--- src/rtl/hyperbus_tf_sched.sv ---
// Hyperbus transfer scheduler: round-robin between two requesters, linear burst splitting, PHY recovery gap.
// Optional statistics counters are enabled with `define HYPERBUS_SCHED_STATS_EN.

package hyperbus_tf_sched_pkg;

    typedef struct packed {
        logic        write;
        logic        addr_space;
        logic        burst_type;   // 1 = linear, 0 = wrapped
        logic [31:0] address;
        logic [15:0] burst;
    } hyper_tf_t;

    typedef struct packed {
        logic [15:0] t_burst_max;
        logic [3:0]  t_read_write_recovery;
    } hyper_cfg_t;

endpackage

module hyperbus_tf_sched
    import hyperbus_tf_sched_pkg::*;
#(
    parameter int unsigned NumReq = 2
) (
    input  logic                    clk_i,
    input  logic                    rst_i,
    input  hyper_cfg_t              cfg_i,
    input  logic [NumReq-1:0]       req_valid_i,
    output logic [NumReq-1:0]       req_ready_o,
    input  hyper_tf_t [NumReq-1:0]  req_tf_i,
    output logic                    phy_valid_o,
    input  logic                    phy_ready_i,
    output hyper_tf_t               phy_tf_o,
    input  logic                    phy_done_i,
    output logic                    gnt_id_o,
    output logic                    busy_o,
`ifdef HYPERBUS_SCHED_STATS_EN
    output logic [31:0]             sched_chunks_o,
    output logic [31:0]             sched_splits_o,
`endif
    output logic                    tf_done_o
);

    // Handshakes: a transfer moves when valid and ready are both high on a rising edge.
    // valid never waits on ready; once raised, valid and its payload hold until accepted.

    typedef enum logic [1:0] {
        StIdle,
        StIssue,
        StWaitDone,
        StRecover
    } state_e;

    state_e      state_q, state_d;
    logic        ptr_q, ptr_d;
    logic        gnt_q, gnt_d;
    logic        busy_q, busy_d;
    hyper_tf_t   cur_q, cur_d;
    logic [3:0]  cnt_q, cnt_d;

    logic        has_req;
    logic        gnt_sel;
    logic [15:0] chunk;
    logic [15:0] remaining;
    logic [31:0] addr_step;

    assign has_req = |req_valid_i;
    assign gnt_sel = req_valid_i[ptr_q] ? ptr_q : ~ptr_q;

    // Wrapped bursts and an unlimited max are never split.
    always_comb begin
        chunk = cur_q.burst;
        if ((cfg_i.t_burst_max != 16'd0) && cur_q.burst_type &&
            (cur_q.burst > cfg_i.t_burst_max)) begin
            chunk = cfg_i.t_burst_max;
        end
    end

    assign remaining = cur_q.burst - chunk;
    assign addr_step = {15'd0, chunk, 1'b0};

    always_comb begin
        state_d     = state_q;
        ptr_d       = ptr_q;
        gnt_d       = gnt_q;
        busy_d      = busy_q;
        cur_d       = cur_q;
        cnt_d       = cnt_q;
        req_ready_o = '0;
        phy_valid_o = 1'b0;
        phy_tf_o    = '0;
        tf_done_o   = 1'b0;

        case (state_q)
            StIdle: begin
                if (has_req) begin
                    req_ready_o[gnt_sel] = 1'b1;
                    cur_d   = req_tf_i[gnt_sel];
                    gnt_d   = gnt_sel;
                    busy_d  = 1'b1;
                    ptr_d   = ~gnt_sel;
                    state_d = StIssue;
                end
            end
            StIssue: begin
                phy_valid_o    = 1'b1;
                phy_tf_o       = cur_q;
                phy_tf_o.burst = chunk;
                if (phy_ready_i) begin
                    state_d = StWaitDone;
                end
            end
            StWaitDone: begin
                if (phy_done_i) begin
                    cur_d.address = cur_q.address + addr_step;
                    cur_d.burst   = remaining;
                    if (remaining == 16'd0) begin
                        tf_done_o = 1'b1;
                        busy_d    = 1'b0;
                    end
                    // Recover lasts max(1, t_read_write_recovery) cycles.
                    cnt_d   = (cfg_i.t_read_write_recovery == 4'd0) ? 4'd0
                            : cfg_i.t_read_write_recovery - 4'd1;
                    state_d = StRecover;
                end
            end
            StRecover: begin
                if (cnt_q == 4'd0) begin
                    state_d = (cur_q.burst != 16'd0) ? StIssue : StIdle;
                end else begin
                    cnt_d = cnt_q - 4'd1;
                end
            end
            default: state_d = StIdle;
        endcase
    end

    always_ff @(posedge clk_i) begin
        if (rst_i) begin
            state_q <= StIdle;
            ptr_q   <= 1'b0;
            gnt_q   <= 1'b0;
            busy_q  <= 1'b0;
            cur_q   <= '0;
            cnt_q   <= 4'd0;
        end else begin
            state_q <= state_d;
            ptr_q   <= ptr_d;
            gnt_q   <= gnt_d;
            busy_q  <= busy_d;
            cur_q   <= cur_d;
            cnt_q   <= cnt_d;
        end
    end

    assign gnt_id_o = gnt_q;
    assign busy_o   = busy_q;

`ifdef HYPERBUS_SCHED_STATS_EN
    logic [31:0] chunks_q;
    logic [31:0] splits_q;
    logic        latch_split;

    assign latch_split = (state_q == StIdle) && has_req &&
                         req_tf_i[gnt_sel].burst_type &&
                         (cfg_i.t_burst_max != 16'd0) &&
                         (req_tf_i[gnt_sel].burst > cfg_i.t_burst_max);

    always_ff @(posedge clk_i) begin
        if (rst_i) begin
            chunks_q <= 32'd0;
            splits_q <= 32'd0;
        end else begin
            if (phy_valid_o && phy_ready_i) begin
                chunks_q <= chunks_q + 32'd1;
            end
            if (latch_split) begin
                splits_q <= splits_q + 32'd1;
            end
        end
    end

    assign sched_chunks_o = chunks_q;
    assign sched_splits_o = splits_q;
`endif

endmodule

--- config.mk ---
export PLATFORM = sky130hd
export DESIGN_NAME = hyperbus_tf_sched
export DESIGN_NICKNAME = d
export VERILOG_FILES = /design/src/rtl/hyperbus_tf_sched.sv
export SDC_FILE = /design/constraint.sdc
export NUM_CORES = 1
export LEC_CHECK = 0
export CORE_UTILIZATION = 48
export CTS_CLUSTER_SIZE = 25
export DETAILED_ROUTE_END_ITERATION = 10
export PLACE_DENSITY = 0.82
export SLEW_MARGIN = 20
export SYNTH_ARGS = -nofsm -noshare
export SYNTH_HDL_FRONTEND = slang
export SYNTH_SLANG_ARGS = --single-unit
--- constraint.sdc ---
create_clock -name clk_i -period 5.48 [get_ports clk_i]
set_clock_uncertainty 0.15 [all_clocks]
set_input_delay 0.548 -clock clk_i [delete_from_list [all_inputs] [get_ports clk_i]]
set_output_delay 0.548 -clock clk_i [all_outputs]
set_load 0.02 [all_outputs]
==> flow_summary.json, run 1 <==
{
  "yosysSeqAreaShare": 0.200,
  "powerDensity_nw_per_um2": 689,
  "ys_warn_count": 0,
  "initial_core_util": 0.495,
  "cts_max_level": 3,
  "post-route-period-util": 0.966,
  "p_leak_uw": 0.00411,
  "synthAdderAreaFrac": 0.115,
  "setup_viol": 0,
  "cts_sinks": 60,
  "layout-drive-gt1-share": 0.161,
  "worstPathArrival_ns": 4.59,
  "avgSynthCellArea_um2": 6.86,
  "routabilityCongestion": 0.980,
  "fillCellCount": 921,
  "antenna_found_initial": 0,
  "synth_top_area_share": 0.200,
  "areaGrowthSynthToFinish_pct": 54.0,
  "worstPathRequired_ns": 4.78,
  "vdd_drop_max_mv": 0.351,
  "use_met1": 0.434,
  "max_slew_margin": 0.297,
  "synth_edf_count": 0,
  "synth_area_leaders": "dfxtp_1 (20%), ha_1 (11%), nor2_1 (7.7%)",
  "synth_cell_type_count": 71,
  "synth-compound-area-share": 0.257,
  "dr.first_iter.drc_count": 567,
  "postLayoutCellArea_um2": 9240,
  "wl_mm": 21.8,
  "wire_per_inst_um": 16.8,
  "rows": 40,
  "syn_area_um2": 6000,
  "min_period_ns": 5.29,
  "synth_flop_cell": "dfxtp_1",
  "dp.final_hpwl_mm": 16.0,
  "fmax_mhz": 189,
  "grt_pass1_vias": 7002,
  "die_area_um2": 13000,
  "synthCells": 875,
  "seqCellArea_um2": 1200,
  "synth.cells.most_frequent": "nor2_1 (123), nand2_1 (108), a21oi_1 (92)",
  "clockBufferDepth": 2,
  "die_h_um": 114,
  "grt_setup_unrepaired": "false",
  "synthesis.nets": 1057,
  "crit_buf_inv": 4,
  "hold_viol": 0,
  "ys_ff_latch": 60,
  "worstPathCellList": "clkdlybuf4s50_1 > inv_1 > ha_1 > o21ai_1 > nand2b_1 > a21oi_2 > o211ai_1 > nand2_2 > mux2_4 > ha_4 > fa_2 > nand2b_4 > a21o_4 > buf_4 > nor3b_1 > o21ai_1 > nand2_1 > nor3_2 > nand4_1 > nor4_1 > buf_2",
  "vias": 7342,
  "status": "finished, final reports clean",
  "path_delay_family": "simple AND/OR/NAND/NOR gates",
  "synthMuxAreaShare": 0.0327,
  "grtUsageMet3": 0.0478,
  "synth_top_area_cell": "dfxtp_1",
  "cts_root_buffer": "clkbuf_16",
  "numCtsBuffers": 9,
  "grt_pass1_wl_mm": 34.2,
  "overflow": 0,
  "io_pins": 185,
  "finalNonFillerCells": 1302,
  "path_max_fanout": 5,
  "drv_cap": 0,
  "synth_top_family_by_area": "simple AND/OR/NAND/NOR gates",
  "avgViaCountPerCell": 5.64,
  "fin_setup_tns_ns": 0,
  "critPathLaunchType": "input port",
  "cp_common_cell": "o21ai_1",
  "grt_usage": 0.333,
  "crit_path_max_incr_delay_ns": 0.49,
  "dpl.cell_count": 1283,
  "multiInputGateArea_um2": 4680,
  "nets": 1311,
  "p_total_uw": 6370,
  "endpoint_kind": "output pin",
  "drc": 0,
  "yosys.area_share.simple": 0.301,
  "placed_cell_area_um2": 8670,
  "port_buffers": 184,
  "firstDrtPassIters": 5,
  "tightest_slew_ns": 1.05,
  "core_area_um2": 12100,
  "yosysMostFrequentCell": "nor2_1",
  "insertion_delay_ns": 0.35,
  "hp-class": "register to register",
  "antenna_cells": 0,
  "crit_slowest_cell": "clkdlybuf4s50_1",
  "cts_tree": "yes",
  "synth-xor-area-share": 0.0336,
  "async_reset_ff_frac": 0,
  "die_w_um": 114,
  "slew_viol_final": 0,
  "busiest_layer": "met2",
  "grt_max_degree": 62,
  "crit_type": "input port to output pin",
  "ant_nets": 0,
  "use_met2": 0.552,
  "cts.clk_slew.worst_paths_ns": 0.06
}
## metal layers
metal	part of all wire	wire (µm)
met1	0.44	9540
met2	0.47	10300
met3	0.062	1360
met4	0.026	576
met5	0	0
## flip-flops by register name (all words and copies together), names as in the netlist
| signal | cells |
|---|---|
| busy_o | 1 |
| cnt_q | 4 |
| cur_q | 51 |
| gnt_id_o | 1 |
| ptr_q | 1 |
| state_q | 2 |
## final timing paths
check,start,to,slack [ns],depth (start not counted)
min reg2reg,cur_q[50],cur_q[50],0.34,2
min,cur_q[50],cur_q[50],0.34,2
max,cfg_i[6],tf_done_o,0.19,21
max reg2reg,cur_q[5],busy_o,0.63,22
## through the flow
step	hold slack (ns)	setup slack, ns	util
6_report	0.341	0.188	0.763
4_1_cts	0.344	0.0134	0.744
3_5_place_dp	0.336	-0.675	0.715
3_3_place_gp	0.320	-0.624	0.715
5_1_grt	0.376	0.00807	0.763
2_1_floorplan	0.318	0.167	-
## power by group
group	internal, µW	switching [µW]
clock	354	224
combinational	2330	2630
sequential	626	207
total	3310	3060
## cell families after synthesis
| kind of cell | after synthesis |
|---|---|
| and+or+nand+nor | 382 |
| muxes | 19 |
| AOI/OAI and AO/OA | 241 |
| adders and majority gates | 54 |
| DFF | 60 |
| buffers and inverters | 96 |
| xor gates and xnor gates | 23 |
## layout make-up
class | instances | share of cell area
inverters | 50 | 0.0204
well taps | 168 | 0.0227
clock inverters | 7 | 0.00812
multi-input cells | 719 | 0.507
clock buffers | 9 | 0.0244
flip-flops and latches | 60 | 0.130
repair buffers | 289 | 0.287
## worst register-to-register path, stage by stage, from the launching register on
cell	delay (ns)
dfxtp_1	0.49
ha_4	0.26
a21o_1	0.17
a21o_1	0.19
a21oi_1	0.14
or3_1	0.13
o211ai_1	0.12
nand2_2	0.12
mux2_4	0.33
ha_4	0.17
fa_2	0.40
nand2b_4	0.16
a21o_4	0.22
buf_4	0.13
nor3b_1	0.12
o21ai_1	0.19
buf_4	0.14
buf_4	0.11
nand3b_1	0.09
or3_1	0.30
nand4bb_1	0.19
nor4b_1	0.27
a211oi_1	0.11
## repair_timing
item / 4_1_cts / 5_1_grt
hold buffers: 0 / 0
resized for setup: 15 / 50
cloned: 0 / 1
endpoints found under the setup margin: 1 / 1
buffers inserted: 0 / 2
pin swaps: 6 / 22
## placed cells by master, fill, tap and decap left out, types with 17 or more instances in the layout
| cell type | count |
|---|---|
| ha_1 | 40 |
| nand2_1 | 107 |
| and2_1 | 35 |
| o21ai_0 | 22 |
| nand3_1 | 17 |
| nor3_1 | 21 |
| clkdlybuf4s50_1 | 169 |
| and3_1 | 18 |
| a21oi_1 | 83 |
| a211oi_1 | 27 |
| buf_4 | 104 |
| inv_1 | 37 |
| dfxtp_1 | 60 |
| nor2_1 | 122 |
(Power assumes the default switching activity.)
==> run 2, diff against run 1 <==
Settings changed: TNS_END_PERCENT set to 10.
==> results of run 2 <==
Same layout as run 1: the final DEF is identical, and so are final timing and power.
